--- config.mk ---
export PLATFORM = sky130hd
export DESIGN_NAME = serial_echo_engine_flat
export DESIGN_NICKNAME = d
export VERILOG_FILES = /design/src/rtl/serial_echo_engine_if.sv /design/src/rtl/serial_echo_engine.sv /design/src/flat_wrapper.sv
export SDC_FILE = /design/constraint.sdc
export NUM_CORES = 1
export LEC_CHECK = 0
export CAP_MARGIN = 15
export CORE_MARGIN = 4
export CORE_UTILIZATION = 30
export CTS_CLUSTER_SIZE = 20
export DETAILED_ROUTE_END_ITERATION = 10
export GPL_ROUTABILITY_DRIVEN = 0
export SYNTH_ARGS = -nofsm -noshare
export SYNTH_HDL_FRONTEND = slang
export SYNTH_SLANG_ARGS = --single-unit
--- constraint.sdc ---
create_clock -name clk -period 2.76 [get_ports clk]
set_input_delay 0.828 -clock clk [delete_from_list [all_inputs] [get_ports clk]]
set_output_delay 0.828 -clock clk [all_outputs]
set_load 0.1 [all_outputs]
--- src/rtl/serial_echo_engine_if.sv ---
// Byte-level handshake bundle between the echo engine, the rx byte source and the quick_rs232 transmitter.
// master = echo engine side, slave = UART/byte-source side.
interface serial_echo_engine_if #(
    parameter int DATA_WIDTH = 8
);
    logic                  rx_byte_valid;
    logic [DATA_WIDTH-1:0] rx_byte;
    logic                  rx_err;
    logic                  tx_transaction;
    logic [DATA_WIDTH-1:0] tx_data;
    logic                  tx_data_ready;
    logic                  tx_data_copied;
    logic                  tx_busy;

    modport master (
        input  rx_byte_valid, rx_byte, rx_err, tx_data_copied, tx_busy,
        output tx_transaction, tx_data, tx_data_ready
    );

    modport slave (
        output rx_byte_valid, rx_byte, rx_err, tx_data_copied, tx_busy,
        input  tx_transaction, tx_data, tx_data_ready
    );
endinterface

--- src/rtl/serial_echo_engine.sv ---
// Echo engine: buffers received bytes in a FIFO, transforms them by mode at pop time and replays them
// through the quick_rs232 tx handshake, with drop statistics and pulse-stretched activity LEDs.
module serial_echo_engine #(
    parameter int                        DATA_WIDTH      = 8,
    parameter int                        FIFO_ADDR_WIDTH = 4,
    parameter int                        INC_VALUE       = 1,
    parameter logic [DATA_WIDTH-1:0]     XOR_MASK        = {DATA_WIDTH{1'b1}},
    parameter int                        TX_GAP_CYCLES   = 10,
    parameter int                        LED_HOLD_CYCLES = 10000000
) (
    input  logic                       clk,
    input  logic                       rst,
    serial_echo_engine_if.master       bus,
    input  logic [1:0]                 i_mode,
    output logic [FIFO_ADDR_WIDTH:0]   o_fifo_level,
    output logic [7:0]                 o_overflow_count,
    output logic [7:0]                 o_err_count,
    output logic                       o_rx_led,
    output logic                       o_tx_led
);
    localparam int DEPTH = 2 ** FIFO_ADDR_WIDTH;
    localparam int GAP_W = (TX_GAP_CYCLES > 1) ? $clog2(TX_GAP_CYCLES) : 1;
    localparam int LED_W = $clog2(LED_HOLD_CYCLES + 1);
    localparam logic [GAP_W-1:0]           GAP_LAST   = GAP_W'(TX_GAP_CYCLES - 1);
    localparam logic [LED_W-1:0]           LED_LOAD   = LED_W'(LED_HOLD_CYCLES - 1);
    localparam logic [DATA_WIDTH-1:0]      INC_T      = DATA_WIDTH'(INC_VALUE);
    localparam logic [FIFO_ADDR_WIDTH:0]   LEVEL_FULL = (FIFO_ADDR_WIDTH + 1)'(DEPTH);

    typedef enum logic [1:0] {S_IDLE, S_LOAD, S_GAP, S_DRAIN} state_t;

    function automatic logic [DATA_WIDTH-1:0] f_transform(input logic [DATA_WIDTH-1:0] b,
                                                          input logic [1:0] m);
        logic [DATA_WIDTH-1:0] rev;
        logic [DATA_WIDTH-1:0] res;
        for (int i = 0; i < DATA_WIDTH; i++) begin
            rev[i] = b[DATA_WIDTH-1-i];
        end
        case (m)
            2'd0:    res = b;
            2'd1:    res = b + INC_T;
            2'd2:    res = b ^ XOR_MASK;
            default: res = rev;
        endcase
        return res;
    endfunction

    state_t                     r_state, w_state_nxt;
    logic [DATA_WIDTH-1:0]      r_mem [DEPTH];
    logic [FIFO_ADDR_WIDTH-1:0] r_wr_ptr, r_rd_ptr;
    logic [FIFO_ADDR_WIDTH:0]   r_level;
    logic [DATA_WIDTH-1:0]      r_tx_data, w_tx_data_nxt;
    logic                       r_tx_ready, w_tx_ready_nxt;
    logic                       r_tx_trans, w_tx_trans_nxt;
    logic [GAP_W-1:0]           r_gap_cnt, w_gap_cnt_nxt;
    logic [7:0]                 r_ovf_cnt, r_err_cnt;
    logic [LED_W-1:0]           r_rx_led_cnt, r_tx_led_cnt;
    logic                       r_rx_led, r_tx_led;
    logic                       w_pop, w_full, w_wr_ok, w_push, w_drop, w_tx_rise;

    assign w_full    = (r_level == LEVEL_FULL);
    assign w_wr_ok   = bus.rx_byte_valid & ~bus.rx_err;
    assign w_push    = w_wr_ok & (~w_full | w_pop);
    assign w_drop    = w_wr_ok & w_full & ~w_pop;
    assign w_tx_rise = w_tx_ready_nxt & ~r_tx_ready;

    // Next-state and next-output logic of the transmit sequencer.
    always_comb begin
        w_state_nxt    = r_state;
        w_tx_data_nxt  = r_tx_data;
        w_tx_ready_nxt = r_tx_ready;
        w_tx_trans_nxt = r_tx_trans;
        w_gap_cnt_nxt  = r_gap_cnt;
        w_pop          = 1'b0;
        case (r_state)
            S_IDLE: begin
                if (r_level != '0) begin
                    w_pop          = 1'b1;
                    w_tx_data_nxt  = f_transform(r_mem[r_rd_ptr], i_mode);
                    w_tx_ready_nxt = 1'b1;
                    w_tx_trans_nxt = 1'b1;
                    w_state_nxt    = S_LOAD;
                end else begin
                    w_state_nxt    = S_IDLE;
                end
            end
            S_LOAD: begin
                if (bus.tx_data_copied) begin
                    w_gap_cnt_nxt = '0;
                    w_state_nxt   = S_GAP;
                end else begin
                    w_state_nxt   = S_LOAD;
                end
            end
            S_GAP: begin
                if (r_gap_cnt == GAP_LAST) begin
                    w_tx_ready_nxt = 1'b0;
                    w_state_nxt    = S_DRAIN;
                end else begin
                    w_gap_cnt_nxt  = r_gap_cnt + GAP_W'(1);
                end
            end
            S_DRAIN: begin
                if (!bus.tx_busy) begin
                    w_tx_trans_nxt = 1'b0;
                    w_state_nxt    = S_IDLE;
                end else begin
                    w_state_nxt    = S_DRAIN;
                end
            end
            default: begin
                w_tx_ready_nxt = 1'b0;
                w_tx_trans_nxt = 1'b0;
                w_state_nxt    = S_IDLE;
            end
        endcase
    end

    // Sequencer state and registered tx handshake outputs.
    always_ff @(posedge clk) begin
        if (rst) begin
            r_state    <= S_IDLE;
            r_tx_data  <= '0;
            r_tx_ready <= 1'b0;
            r_tx_trans <= 1'b0;
            r_gap_cnt  <= '0;
        end else begin
            r_state    <= w_state_nxt;
            r_tx_data  <= w_tx_data_nxt;
            r_tx_ready <= w_tx_ready_nxt;
            r_tx_trans <= w_tx_trans_nxt;
            r_gap_cnt  <= w_gap_cnt_nxt;
        end
    end

    // FIFO storage; contents are don't-care while the level is zero, so no reset.
    always_ff @(posedge clk) begin
        if (w_push) begin
            r_mem[r_wr_ptr] <= bus.rx_byte;
        end
    end

    // FIFO pointers, occupancy and saturating drop statistics.
    always_ff @(posedge clk) begin
        if (rst) begin
            r_wr_ptr  <= '0;
            r_rd_ptr  <= '0;
            r_level   <= '0;
            r_ovf_cnt <= 8'd0;
            r_err_cnt <= 8'd0;
        end else begin
            if (w_push) r_wr_ptr <= r_wr_ptr + FIFO_ADDR_WIDTH'(1);
            if (w_pop)  r_rd_ptr <= r_rd_ptr + FIFO_ADDR_WIDTH'(1);
            case ({w_push, w_pop})
                2'b10:   r_level <= r_level + (FIFO_ADDR_WIDTH + 1)'(1);
                2'b01:   r_level <= r_level - (FIFO_ADDR_WIDTH + 1)'(1);
                default: r_level <= r_level;
            endcase
            if (w_drop && r_ovf_cnt != 8'hFF) r_ovf_cnt <= r_ovf_cnt + 8'd1;
            if (bus.rx_byte_valid && bus.rx_err && r_err_cnt != 8'hFF) r_err_cnt <= r_err_cnt + 8'd1;
        end
    end

    // Activity LED stretchers; a new event reloads the hold count.
    always_ff @(posedge clk) begin
        if (rst) begin
            r_rx_led_cnt <= '0;
            r_tx_led_cnt <= '0;
            r_rx_led     <= 1'b1;
            r_tx_led     <= 1'b1;
        end else begin
            if (bus.rx_byte_valid) begin
                r_rx_led_cnt <= LED_LOAD;
                r_rx_led     <= 1'b0;
            end else if (r_rx_led_cnt != '0) begin
                r_rx_led_cnt <= r_rx_led_cnt - LED_W'(1);
                r_rx_led     <= 1'b0;
            end else begin
                r_rx_led     <= 1'b1;
            end
            if (w_tx_rise) begin
                r_tx_led_cnt <= LED_LOAD;
                r_tx_led     <= 1'b0;
            end else if (r_tx_led_cnt != '0) begin
                r_tx_led_cnt <= r_tx_led_cnt - LED_W'(1);
                r_tx_led     <= 1'b0;
            end else begin
                r_tx_led     <= 1'b1;
            end
        end
    end

    assign bus.tx_data        = r_tx_data;
    assign bus.tx_data_ready  = r_tx_ready;
    assign bus.tx_transaction = r_tx_trans;
    assign o_fifo_level       = r_level;
    assign o_overflow_count   = r_ovf_cnt;
    assign o_err_count        = r_err_cnt;
    assign o_rx_led           = r_rx_led;
    assign o_tx_led           = r_tx_led;
endmodule

--- src/flat_wrapper.sv ---
// flat-port wrapper written by rule: the top's interface ports become plain ports
module serial_echo_engine_flat 
#(
    parameter int                        DATA_WIDTH      = 8,
    parameter int                        FIFO_ADDR_WIDTH = 4,
    parameter int                        INC_VALUE       = 1,
    parameter logic [DATA_WIDTH-1:0]     XOR_MASK        = {DATA_WIDTH{1'b1}},
    parameter int                        TX_GAP_CYCLES   = 10,
    parameter int                        LED_HOLD_CYCLES = 10000000
)
  (clk, rst, i_mode, o_fifo_level, o_overflow_count, o_err_count, o_rx_led, o_tx_led, bus_rx_byte_valid, bus_rx_byte, bus_rx_err, bus_tx_data_copied, bus_tx_busy, bus_tx_transaction, bus_tx_data, bus_tx_data_ready);
  serial_echo_engine_if #(.DATA_WIDTH(DATA_WIDTH)) bus_i ();
  input  logic clk;
  input  logic rst;
  input  logic [1:0] i_mode;
  output logic [FIFO_ADDR_WIDTH:0] o_fifo_level;
  output logic [7:0] o_overflow_count;
  output logic [7:0] o_err_count;
  output logic o_rx_led;
  output logic o_tx_led;
  input wire logic [$bits(bus_i.rx_byte_valid)-1:0] bus_rx_byte_valid;
  input wire logic [$bits(bus_i.rx_byte)-1:0] bus_rx_byte;
  input wire logic [$bits(bus_i.rx_err)-1:0] bus_rx_err;
  input wire logic [$bits(bus_i.tx_data_copied)-1:0] bus_tx_data_copied;
  input wire logic [$bits(bus_i.tx_busy)-1:0] bus_tx_busy;
  output wire logic [$bits(bus_i.tx_transaction)-1:0] bus_tx_transaction;
  output wire logic [$bits(bus_i.tx_data)-1:0] bus_tx_data;
  output wire logic [$bits(bus_i.tx_data_ready)-1:0] bus_tx_data_ready;
  assign bus_i.rx_byte_valid = bus_rx_byte_valid;
  assign bus_i.rx_byte = bus_rx_byte;
  assign bus_i.rx_err = bus_rx_err;
  assign bus_i.tx_data_copied = bus_tx_data_copied;
  assign bus_i.tx_busy = bus_tx_busy;
  assign bus_tx_transaction = bus_i.tx_transaction;
  assign bus_tx_data = bus_i.tx_data;
  assign bus_tx_data_ready = bus_i.tx_data_ready;
  serial_echo_engine #(.DATA_WIDTH(DATA_WIDTH), .FIFO_ADDR_WIDTH(FIFO_ADDR_WIDTH), .INC_VALUE(INC_VALUE), .XOR_MASK(XOR_MASK), .TX_GAP_CYCLES(TX_GAP_CYCLES), .LED_HOLD_CYCLES(LED_HOLD_CYCLES)) u_core (.clk(clk), .rst(rst), .bus(bus_i), .i_mode(i_mode), .o_fifo_level(o_fifo_level), .o_overflow_count(o_overflow_count), .o_err_count(o_err_count), .o_rx_led(o_rx_led), .o_tx_led(o_tx_led));
endmodule
**After elaboration in Yosys (flattened, before gate mapping)**

Memories as Yosys holds them, arrays and structs flattened. A register that Yosys moved wholly into a read port is not among the register bits.
Index checks and enable logic that the tools add are counted.

- Memories kept: 1
- Input bits: 16
- Flip-flop bits (word level): 95
- Output and inout port bits: 33
- Word-level logic and storage cells: 102
- Bits in writable memories: 128

Memory list:

| name | words | width | rd ports | clocked after Yosys merged registers in | write ports | RTL line | source |
|---|---|---|---|---|---|---|---|
| u_core.r_mem | 16 | 8 | 1 | 1 | 1 | serial_echo_engine.sv:48 | `logic [DATA_WIDTH-1:0] r_mem [DEPTH];` |

- Reduce and logical (&&, ||, !) cells: 18
- Add/subtract/negate cells: 10
- Muxes and demuxes: 30
- Bitwise operators: 11
- Equal/unequal tests: 16

Operator list:

| kind | count |
|---|---|
| 24-bit two-way mux | 4 |
| 24-bit nonzero test | 2 |
| 24-bit by 1-bit subtractor with 24-bit output (second input constant) | 2 |
| 8-bit by 1-bit adder with 8-bit output (second input constant) | 3 |
| 8-bit case mux with 3 select lines | 1 |
| 4-bit two-way mux | 4 |
| 8-bit inequality test (second input constant) | 2 |
| 1-bit two-way mux | 13 |
| 4-bit by 1-bit adder with 4-bit output (second input constant) | 3 |
| 5-bit case mux with 2 select lines | 1 |
| 2-bit nonzero test | 5 |
| 2-bit == test (second input constant) | 4 |
| 8-bit inverter | 1 |
| 2-bit case mux with 4 select lines | 1 |
| 4-bit case mux with 2 select lines | 1 |
| 2-bit by 1-bit == test with 1-bit output (second input constant) | 3 |
| 2-bit two-way mux | 3 |
| 2-bit inequality test (second input constant) | 3 |
| 3-bit AND reduction | 2 |
| 5-bit by 1-bit adder with 5-bit output (second input constant) | 1 |
| 1-bit AND | 5 |
| 5-bit == test (second input constant) | 1 |
| 5-bit nonzero test | 1 |
| 5-bit by 1-bit subtractor with 5-bit output (second input constant) | 1 |
| other kinds (9) | 18 |

**Logic depth before layout (Yosys ltp)**

- Word-level depth: 7
- Mapped depth: 11
- Gate-level depth less buffers: 10

**Least setup slack after synthesis**

No wires, ideal clock.

- Kind: reg-to-reg
- Start: reg u_core.r_level[0] (netlist: u_core.o_fifo_level[0])
- End: reg u_core.r_level[4] (netlist: u_core.o_fifo_level[4])
- Clock period less this slack: 3.131 ns
- Buffers on the path: 1
- Data required time: 2.632 ns
- Path slack: -0.371 ns
- Cell stages (with the launch flop): 12
- Arrival time: 3.004 ns
- Library setup time: 0.128 ns
- Cell sequence: dfxtp_1 > or4_1 > o21a_1 > clkbuf_1 > nand2_1 > inv_1 > ha_1 > a21o_1 > a21oi_1 > mux2i_1 > xnor2_1 > nor2_1

- Cells in the longest elaborated chain, start to end: 7
- Elaborated cells on any way between the ends: 13
- Classes of those cells: add/sub: 2; eq/ne: 3; mux: 3; bitwise: 3; reduce/logical: 2

RTL lines:

| item | RTL line | source |
|---|---|---|
| start: declaration | serial_echo_engine.sv:50 | `logic [FIFO_ADDR_WIDTH:0] r_level;` |
| start signal: assignment | serial_echo_engine.sv:154 | `2'b10: r_level <= r_level + (FIFO_ADDR_WIDTH + 1)'(1);` |
| start signal: assignment | serial_echo_engine.sv:155 | `2'b01: r_level <= r_level - (FIFO_ADDR_WIDTH + 1)'(1);` |
| start signal: assignment | serial_echo_engine.sv:156 | `default: r_level <= r_level;` |
| 5-bit nonzero test | serial_echo_engine.sv:76 | `if (r_level != '0) begin` |
| 1-bit two-way mux | serial_echo_engine.sv:76 |  |
| 1-bit two-way mux | serial_echo_engine.sv:74 | `case (r_state)` |
| 1-bit bitwise OR | serial_echo_engine.sv:62 | `assign w_push = w_wr_ok & (~w_full \| w_pop);` |
| 1-bit AND | serial_echo_engine.sv:62 |  |
| 2-bit by 1-bit == test with 1-bit output / 2-bit == test (equally long branches) | serial_echo_engine.sv:153 | `case ({w_push, w_pop})` |
| 5-bit case mux with 2 select lines / 2-bit nonzero test (equally long branches) | -- |  |

Several ways; a longest one is shown, not always the timed one.
A chain may end at the register's enable or synchronous reset.

==> flow_summary.ini <==
[status]
outcome = completed

[detailed_routing]
vias = 5982
detail-route-antenna-nets = 0
drc = 0
wl_per_cell_um = 15.4
routed_via_density = 4.69
totalWireLength_mm = 19.6
firstDrtPassIters = 5
drt_iter0_markers = 349

[yosys]
syn_area_per_cell_um2 = 12.7
synth-seq-area-share = 0.605
ys_warn_count = 0
synth_cell_types = 58
synth-edff-count = 128
synth_seq_cells = 227
synth_async_sr_flop_share = 0
synthFlopType = edfxtp_1
synth_common_cells = 128 x edfxtp_1, 99 x dfxtp_1, 96 x nor2_1
synthTopCellsByArea = edfxtp_1 40%, dfxtp_1 21%, mux4_2 5.8%
synthCells = 756
yosysMostFrequentCell = edfxtp_1
yosysTopAreaCell = edfxtp_1
syn-cell-area_um2 = 9630
synth_top_cell_area_share = 0.399
synthesis.nets = 790

[floorplan]
start_util = 0.305
die_area_um2 = 35000
fp.dieW_um = 187
core_um2 = 31600
die_h_um = 187
io_pins = 49
row_count = 65

[sta]
maxSlewHeadroom = 0.598
setup_viol = 0
fin_crit_sh = 0.923
finalClockSkew_ns = 0.0128
fin_ws_ns = 0.213
fmax_mhz = 393
finalCriticalPeriod_ns = 2.55
slew_viol_final = 0
hold_viol = 0
worst_slew_pin_slew_ns = 0.601
rsz0062_at_grt = false

[worst_hold_path]
hold_class = flip-flop to flip-flop
hold_depth = 2

[cts]
clockBufferDepth = 3
cts_root_buf = clkbuf_16
cts_buffers = 25
cts_tree = done
post-cts-setup-buffer-count = 0
clock-sinks = 227
clk_latency_ns = 0.52
clk_pin_slew_ns = 0.06
htreeDepth = 1

[critical_path]
arrival_ns = 3.01
critPathKind = flip-flop to flip-flop
cp.depth = 8
crit_path_end_kind = flip-flop
path_max_fanout = 23
crit_chain = buf_12 -> mux4_2 -> mux2_2 -> mux2_4 -> nor3b_1 -> a32o_1 -> a211o_1 -> a21oi_2
critPathMaxStageDelay_ns = 0.52
critPathBufInv = 1
critPathTopFamily = multiplexers
cp-start-kind = flip-flop
cp_slowest_cell = mux4_2
r2r_cells = 8
cp.required_ns = 3.22

[final_layout]
stdcell_count = 1276
areaGrowthSynthToFinish_pct = 20.8
diodes = 0
fillers = 3002
num-nets-final = 890
fin_area_um2 = 11600
drive_above_1_share = 0.195

[job]
cap_violations = 0

[place]
placed_cells = 1231
io_buffers = 48
hpwl_mm = 13.7
place_worst_setup_slack_ns = -0.0169
dpl-instance-area_um2 = 10800

[power_and_ir_drop]
leakage_nw = 4.11
vdd_drop_max_uv = 583
power_density_nw_per_um2 = 944

[global_route]
grt_max_degree = 24
grt.total_usage = 0.110
antenna_found_initial = 1
grt_first_pass_wirelength_mm = 31.8
grt-ovfl-total = 0
grt_pass1_vias = 5804
==> layout make-up <==
class                   instances  area (um2)  share of cell area
clock inverters                12         119              0.0102
flip-flops and latches        227        5840               0.502
multi-input cells             484        3620               0.311
inverters                      14        52.6             0.00452
repair buffers                104         826              0.0710
clock buffers                  33         676              0.0581
well taps                     402         503              0.0432
==> cells in the final DEF (no fill, tap or decap), types with 15 or more instances in the layout <==
master     netlist  final
a21oi_1         41     41
xor2_1          30     30
nand2_1         44     43
nand3_1         16     16
dfxtp_1         99     93
clkbuf_16        0     25
buf_4            3     88
mux4_2          25     25
nor3_1          21     21
ha_1            17     17
nor2_1          96     96
mux2i_1         15     15
xnor2_1         37     37
edfxtp_1       128    128
==> layer usage <==
metal,up-vias,global-route usage,share of wire
met5,-,0,0.00041
met4,2,0.0247,0.017
met3,29,0.0243,0.049
met2,97,0.175,0.46
met1,2870,0.155,0.47
li1,2984,-,-
==> cells by family after synthesis <==
logic type / Yosys count / synth area share
AO/OA/AOI/OAI: 92 / 0.0586
XOR/XNOR: 67 / 0.0609
adder cells (fa/ha/maj): 18 / 0.0242
buffers and inverters: 45 / 0.0199
flip-flops: 227 / 0.605
multiplexers: 55 / 0.104
AND/OR/NAND/NOR: 252 / 0.128
==> path summary, 6_finish.rpt <==
kind | start | endpoint | slack [ns]
setup / recovery | flip-flop | u_core.bus.tx_data[3] | 0.21
hold / removal | u_core.bus.tx_transaction | u_core.bus.tx_transaction | 0.45
setup reg to reg | flip-flop | u_core.bus.tx_data[3] | 0.21
hold reg to reg | u_core.bus.tx_transaction | u_core.bus.tx_transaction | 0.45
==> power breakdown <==
| group | switching, W | internal, W |
|---|---|---|
| Sequential | 0.000273 | 0.00389 |
| Combinational | 0.00220 | 0.00141 |
| Clock | 0.00129 | 0.00191 |
==> worst register-to-register path, stage by stage (launching register included) <==
cell and delay (ns):
dfxtp_1 0.35, buf_12 0.21, mux4_2 0.53, mux2_2 0.30, mux2_4 0.29, nor3b_1 0.14, a32o_1 0.27, a211o_1 0.30
a21oi_2 0.10
==> sequential cells by signal, indices dropped and copies added (netlist names), 2 cells and up, named ones only <==
register	count
u_core.r_gap_cnt	4
u_core.o_err_count	8
u_core.o_overflow_count	8
u_core.r_tx_led_cnt	24
u_core.r_rx_led_cnt	24
u_core.o_fifo_level	5
u_core.bus.tx_data	8
u_core.r_wr_ptr	4
u_core.r_mem	128
u_core.r_rd_ptr	4
u_core.r_state	2
==> repair_timing <==
item                       CTS  global route
setup endpoints to repair    0             4
resized for setup            0             1
hold buffers                 0             0
==> stage by stage <==
stage                     setup TNS (ns)  hold slack [ns]  power, W  utilization
after floorplan                        0            0.463   0.00689            -
after global placement           -0.0151            0.445   0.00784        0.343
after detailed placement         -0.0169            0.450   0.00788        0.343
after CTS                              0            0.456    0.0111        0.368
after global routing                   0            0.475    0.0116        0.368
final                                  0            0.454    0.0110        0.368
(Power assumes the default switching activity.)
